===== src/rtl/if_id_queue.sv =====
// IF->ID instruction fetch queue: circular FIFO of {pc, instr} pairs with flush.
// Optional empty-queue bypass enabled by defining IF_ID_QUEUE_BYPASS_EN.
module if_id_queue #(
    parameter int          DEPTH     = 4,
    parameter logic [31:0] NOP_INSTR = 32'h0000_0013
) (
    input  logic                     i_clk,
    input  logic                     i_reset,
    input  logic                     i_flush,
    input  logic                     i_valid,
    input  logic [31:0]              i_addr,
    input  logic [31:0]              i_instr,
    output logic                     o_ready,
    output logic                     o_valid,
    output logic [31:0]              o_addr,
    output logic [31:0]              o_instr,
    input  logic                     i_ready,
    output logic [$clog2(DEPTH):0]   o_count
);

    localparam int AW = $clog2(DEPTH);
    localparam int CW = AW + 1;
    localparam logic [CW-1:0] FULL = CW'(DEPTH);

    logic [63:0]   mem [DEPTH];
    logic [AW-1:0] wr_ptr;
    logic [AW-1:0] rd_ptr;
    logic [CW-1:0] count;

    logic not_empty;
    logic bypass;
    logic push;
    logic pop;
    logic [63:0] head;

    assign not_empty = (count != '0);
    assign head      = mem[rd_ptr];

`ifdef IF_ID_QUEUE_BYPASS_EN
    assign bypass = !not_empty && i_valid && i_ready && !i_flush && !i_reset;
`else
    assign bypass = 1'b0;
`endif

    // Ready looks only at registered occupancy, never at i_ready.
    assign o_ready = (count != FULL) && !i_reset;
    assign push    = i_valid && o_ready && !bypass;
    assign pop     = not_empty && i_ready;

    always_comb begin
        o_valid = not_empty;
        o_addr  = 32'h0;
        o_instr = NOP_INSTR;
        if (not_empty) begin
            o_addr  = head[63:32];
            o_instr = head[31:0];
        end else if (bypass) begin
            o_valid = 1'b1;
            o_addr  = i_addr;
            o_instr = i_instr;
        end
    end

    always_ff @(posedge i_clk) begin
        if (i_reset) begin
            wr_ptr <= '0;
            rd_ptr <= '0;
            count  <= '0;
            for (int i = 0; i < DEPTH; i++) begin
                mem[i] <= '0;
            end
        end else if (i_flush) begin
            // Storage contents are left stale; count==0 hides them.
            wr_ptr <= '0;
            rd_ptr <= '0;
            count  <= '0;
        end else begin
            if (push) begin
                mem[wr_ptr] <= {i_addr, i_instr};
                wr_ptr      <= wr_ptr + 1'b1;
            end
            if (pop) begin
                rd_ptr <= rd_ptr + 1'b1;
            end
            case ({push, pop})
                2'b10:   count <= count + 1'b1;
                2'b01:   count <= count - 1'b1;
                default: count <= count;
            endcase
        end
    end

    assign o_count = count;

endmodule

===== config.mk =====
export PLATFORM = sky130hd
export DESIGN_NAME = if_id_queue
export DESIGN_NICKNAME = d
export VERILOG_FILES = /design/src/rtl/if_id_queue.sv
export SDC_FILE = /design/constraint.sdc
export NUM_CORES = 1
export LEC_CHECK = 0
export ABC_AREA = 0
export BUFFER_PORTS_ARGS = -buffer_cell sky130_fd_sc_hd__buf_2
export CORE_ASPECT_RATIO = 0.6
export CORE_UTILIZATION = 63
export CTS_CLUSTER_SIZE = 40
export DETAILED_ROUTE_END_ITERATION = 8
export PLACE_DENSITY = 0.93
export SYNTH_ARGS = -nofsm -noshare
export SYNTH_HDL_FRONTEND = slang
export SYNTH_SLANG_ARGS = --single-unit

===== constraint.sdc =====
create_clock -name i_clk -period 11.65 [get_ports i_clk]
set_clock_uncertainty 0.15 [all_clocks]
set_input_delay 2.9125 -clock i_clk [delete_from_list [all_inputs] [get_ports i_clk]]
set_output_delay 2.9125 -clock i_clk [all_outputs]
set_load 0.01 [all_outputs]

==> impl_metrics.json, run 1 <==
{
  "ios": 138,
  "cp_data_required_time_ns": 8.59,
  "postCtsSetupBuffers": 0,
  "ys_types": 32,
  "postLayoutCellArea_um2": 13500,
  "syn_inst": 744,
  "cts_sinks": 265,
  "whs_path_depth": 2,
  "setup_viol": 0,
  "fp.dieH_um": 109,
  "reg2regPathDepth": 9,
  "worstMarginPinSlew_ns": 1.10,
  "fin_tns_setup_ns": 0,
  "worstSetupPathType": "input port to primary output",
  "tritoncts": "built",
  "clkSlewWorstSetupHoldPaths_ns": 0.07,
  "multiInputGateArea_um2": 3790,
  "firstDrtPassIters": 7,
  "leakagePower_nw": 5.16,
  "ys_seq_elements": 265,
  "endpoint_kind": "primary output",
  "start_util_pct": 65.1,
  "area_delta_synth_final_pct": 13.4,
  "final_cells": 1123,
  "top_usage_layer": "met2",
  "maxSlewHeadroom_pct": 26.5,
  "nets": 934,
  "vias_per_cell": 5.74,
  "dieArea_um2": 19500,
  "status": "finished with violations",
  "post_cts_resized": 0,
  "hold_buffers": 0,
  "holdPathEnd": "rd_ptr[0]$_SDFFE_PP0P_",
  "drive_above_1_share_pct": 29.2,
  "postRouteWirelength_um": 24000,
  "slew_viol_final": 0,
  "use_met1_pct": 36.6,
  "portBuffers": 137,
  "r2r_setup_slack_ns": 8.55,
  "drc": 18,
  "crit_arrival_ns": 3.32,
  "finalHoldViolCount": 0,
  "dpl_cell_area_um2": 12700,
  "synthesis.nets": 815,
  "wl_per_cell_um": 21.4,
  "use_met3_pct": 5.05,
  "drtIter0Drc": 590,
  "root_buffer": "clkbuf_16",
  "setup_ws_ns": 5.27,
  "gp_congestion": 0.783,
  "ir_drop_mv": 0.0965,
  "grt_antenna_before_repair": 3,
  "async_reset_ff_share_pct": 0,
  "synth_flop_cell": "edfxtp_1",
  "hp-class": "flip-flop to flip-flop",
  "synth_edf_count": 256,
  "reg2reg_from": "o_count[0]$_SDFFE_PP0P_",
  "clk-insertion-delay-late_ns": 0.51,
  "violations": "design-rule violations",
  "yosys_warnings": 0,
  "grt_pass1_wl_um": 37500,
  "ys_seq_area_share_pct": 66.0,
  "num_vias": 6448,
  "hp-start": "rd_ptr[0]$_SDFFE_PP0P_",
  "drv_cap": 0,
  "hpwl_um": 13300,
  "grt_use_met2_pct": 43.1,
  "fp.dieW_um": 180,
  "grt_overflow": 0,
  "post-route-period-util_pct": 54.7,
  "clock.fmax_mhz": 157,
  "rows": 38,
  "min_period_ns": 6.38,
  "timing.rr.end": "o_count[2]$_SDFFE_PP0P_",
  "cp-start-kind": "input port",
  "p_per_area_nw_per_um2": 149,
  "cts_buffers": 24,
  "grt_usage_pct": 25.8,
  "dp_slack_ns": 5.28,
  "grt_pass1_vias": 6683,
  "nFillCells": 1102,
  "core_um2": 18300,
  "ant_nets": 0,
  "grt_max_degree": 66,
  "regArea_um2": 7880,
  "cp_max_fo": 9,
  "place_inst": 1077,
  "final_util_pct": 73.8,
  "htree_levels": 1,
  "syn_area_um2": 11900,
  "rsz0062_at_grt": "false",
  "clock_path_buffers": 3,
  "synth.avg_cell_area_um2": 16.0
}
## power breakdown
part	leakage, nW	internal, mW	switching (mW)
Clock	0.392	0.472	0.333
Combinational	2.05	0.0462	0.0645
Sequential	2.73	1.09	0.0136
Total	5.16	1.61	0.411
## cells in the mapped netlist (4+ instances only)
cell type,number,share of area [%]
dfxtp_1,9,1.5
a21oi_1,4,0.17
mux4_2,64,12
o21ai_0,5,0.21
buf_6,6,0.57
buf_2,19,0.80
or3_1,4,0.21
and2_1,318,17
or2_2,5,0.26
edfxtp_1,256,64
inv_1,4,0.13
nor2_1,6,0.19
clkbuf_1,16,0.50
buf_4,6,0.38
## metal layers
metal  routed length, µm  share of wire (%)
met5                   0                  0
met4                 277                1.2
met3                1940                8.1
met2               11700                 49
met1               10100                 42
## worst max path at each step
stage	startpoint	to	slack [ns]
3_5_place_dp	i_reset	o_ready	5.28
4_1_cts	i_reset	o_ready	5.28
5_1_grt	i_reset	o_ready	5.25
6_report	i_reset	o_ready	5.27
2_1_floorplan	i_reset	o_ready	5.51
3_3_place_gp	i_reset	o_ready	5.29
## cell type report
cell class / instances / share of cell area [%]
sequential: 265 / 58.3
timing repair buffer: 142 / 5.35
multi-input combinational: 425 / 28.0
tap: 240 / 2.22
inverter: 5 / 0.139
antenna: 3 / 0.0556
clock inverter: 9 / 0.870
clock buffer: 34 / 5.03
## flip-flops by register name (all words and copies together), names as in the netlist, named ones only
register and cells:
wr_ptr 2, o_count 3, mem 256, rd_ptr 2
## per-stage QoR
step	hold WS (ns)	power [mW]
floorplan	0.309	1.18
global placement	0.308	1.23
detailed placement	0.333	1.23
CTS	0.352	2.03
global route	0.390	2.07
finish	0.349	2.02
## worst max-delay path: stages
cell and delay [ns]:
buf_2 0.18, nor2_1 0.06, buf_2 0.16
## cell families (layout without fill, tap and decap cells)
group / count (synthesis) / in the layout / share of synthesized area (%)
XOR/XNOR: 2 / 2 / 0.147
buffers and inverters: 54 / 190 / 2.48
AO/OA/AOI/OAI: 11 / 11 / 0.514
adder cells (fa/ha/maj): 2 / 2 / 0.273
AND/OR/NAND/NOR: 346 / 346 / 18.5
multiplexers: 64 / 64 / 12.1
flip-flops: 265 / 265 / 66.0
other: 0 / 3 / 0
## cell usage in the layout, fill, tap and decap left out, types with 4 or more instances in the layout
cell type,instances
and2_1,318
edfxtp_1,256
buf_2,137
mux4_2,64
clkbuf_16,25
clkbuf_1,7
dfxtp_1,7
nor2_1,5
o21ai_0,5
buf_4,5
inv_1,4
or3_1,4
a21oi_1,4
clkinv_2,4
No activity file was read; power rests on OpenSTA's default activity.
==> run 2, diff against run 1 <==
CORE_UTILIZATION = 58   (was 63)
PLACE_DENSITY = 0.87   (was 0.93)
clock period = 6.2 ns   (was 11.65 ns; I/O delays follow)
==> impl_metrics.json, run 2 (synthesized netlist as in run 1, its figures left out) <==
{
  "status": "complete, no violations",
  "clkSlewWorstSetupHoldPaths_ns": 0.06,
  "htree_levels": 1,
  "slew_viol_final": 0,
  "ir_drop_mv": 0.267,
  "drv_cap": 0,
  "drc": 0,
  "cp-start-kind": "flip-flop",
  "leakagePower_nw": 5.14,
  "drive_above_1_share_pct": 28.9,
  "reg2regPathDepth": 9,
  "cts_buffers": 25,
  "gp_congestion": 0.745,
  "endpoint_kind": "primary output",
  "power_mw": 3.70,
  "grt_usage_pct": 23.7,
  "cp_data_required_time_ns": 4.50,
  "r2r_setup_slack_ns": 3.06,
  "portBuffers": 137,
  "finalHoldViolCount": 0,
  "start_util_pct": 59.4,
  "p_per_area_nw_per_um2": 274,
  "regMostFlops": "mem",
  "rows": 40,
  "ios": 138,
  "clock_path_buffers": 3,
  "use_met3_pct": 5.18,
  "final_common_cell": "and2_1",
  "top_usage_layer": "met2",
  "cts_sinks": 265,
  "postCtsSetupBuffers": 0,
  "rsz0062_at_grt": "false",
  "setup_viol": 0,
  "postRouteWirelength_um": 24000,
  "crit_arrival_ns": 2.71,
  "min_period_ns": 4.41,
  "dpl_cell_area_um2": 12800,
  "root_buffer": "clkbuf_16",
  "clk-insertion-delay-late_ns": 0.51,
  "use_met1_pct": 32.8,
  "grt_antenna_before_repair": 3,
  "firstDrtPassIters": 4,
  "ant_nets": 0,
  "area_delta_synth_final_pct": 13.3,
  "postLayoutCellArea_um2": 13500,
  "hpwl_um": 13500,
  "maxSlewHeadroom_pct": 26.6,
  "fp.dieW_um": 187,
  "drtIter0Drc": 395,
  "worstMarginPinSlew_ns": 1.10,
  "fin_tns_setup_ns": 0,
  "hold_buffers": 0,
  "largest_register_ffs": 256,
  "post-route-period-util_pct": 71.1,
  "core_um2": 20100,
  "grt_pass1_vias": 6520,
  "whs_path_depth": 2,
  "hp-start": "rd_ptr[1]$_SDFFE_PP0P_",
  "layout_common_cells": "318 x and2_1, 256 x edfxtp_1, 137 x buf_2",
  "cp_max_fo": 30,
  "fp.dieH_um": 113,
  "wl_per_cell_um": 20.8,
  "clock.fmax_mhz": 227,
  "nets": 936,
  "grt_max_degree": 66,
  "hp-class": "flip-flop to flip-flop",
  "reg2reg_from": "o_count[0]$_SDFFE_PP0P_",
  "tritoncts": "built",
  "dieArea_um2": 21100,
  "post_cts_resized": 0,
  "grt_overflow": 0,
  "worstSetupPathType": "flip-flop to primary output",
  "timing.rr.end": "o_count[2]$_SDFFE_PP0P_",
  "vias_per_cell": 5.55,
  "grt_pass1_wl_um": 37500,
  "num_vias": 6416,
  "grt_use_met2_pct": 39.4
}
-- run 2: cell types whose count changed in the layout (fill, tap and decap cells not counted), sizes merged --
cell and delta:
inv +2, clkbuf -4, clkinv +4, bufinv -2, clkinvlp +1, diode -1
buf +1
-- run 2: layer usage --
metal | vias to the layer above | part of all wire (%)
met2 | 215 | 49
li1 | 2937 | -
met3 | 30 | 7.3
met1 | 3232 | 43
met4 | 2 | 1.5
met5 | - | 0.054
-- run 2: worst max path at each step --
stage | startpoint | endpoint | slack (ns) | cells after the start
finish | flip-flop | o_instr[26] | 1.79 | 4
global route | flip-flop | o_instr[26] | 1.62 | 4
CTS | flip-flop | o_instr[26] | 1.71 | 4
detailed placement | i_reset | mem[2][39]$_SDFFCE_PN0P_ | 1.69 | 5
global placement | i_reset | mem[2][40]$_SDFFCE_PN0P_ | 1.76 | 5
floorplan | i_reset | mem[2][0]$_SDFFCE_PN0P_ | 1.80 | 4
-- run 2: through the flow --
step / hold slack [ns] / setup slack [ns] / std cells / util [%]
5_1_grt: 0.344 / 1.62 / 1155 / 67.2
6_report: 0.336 / 1.79 / 1157 / 67.3
3_5_place_dp: 0.318 / 1.69 / 1111 / 63.6
2_1_floorplan: 0.309 / 1.80 / 744 / -
3_3_place_gp: 0.311 / 1.76 / 1111 / 63.6
4_1_cts: 0.333 / 1.71 / 1155 / 67.2
-- run 2: worst max-delay path, cell delays in order, from the launching register on --
cell     delay [ns]
dfxtp_4        0.77
buf_4          0.48
mux4_2         0.57
and2_1         0.21
buf_2          0.15
-- run 2: cell type report --
| class | count | area, µm² |
|---|---|---|
| clock buffer | 30 | 644 |
| sequential | 265 | 7880 |
| clock inverter | 14 | 95.1 |
| fill | 1405 | 6570 |
| antenna | 2 | 5.00 |
| inverter | 5 | 18.8 |
| timing repair buffer | 143 | 731 |
| multi-input combinational | 425 | 3790 |
| tap | 273 | 342 |
-- run 2: report_power, final --
group	switching, mW	total, mW	internal (mW)
registers	0.0250	2.07	2.04
logic	0.121	0.208	0.0870
clock network	0.637	1.42	0.781
total	0.784	3.70	2.91
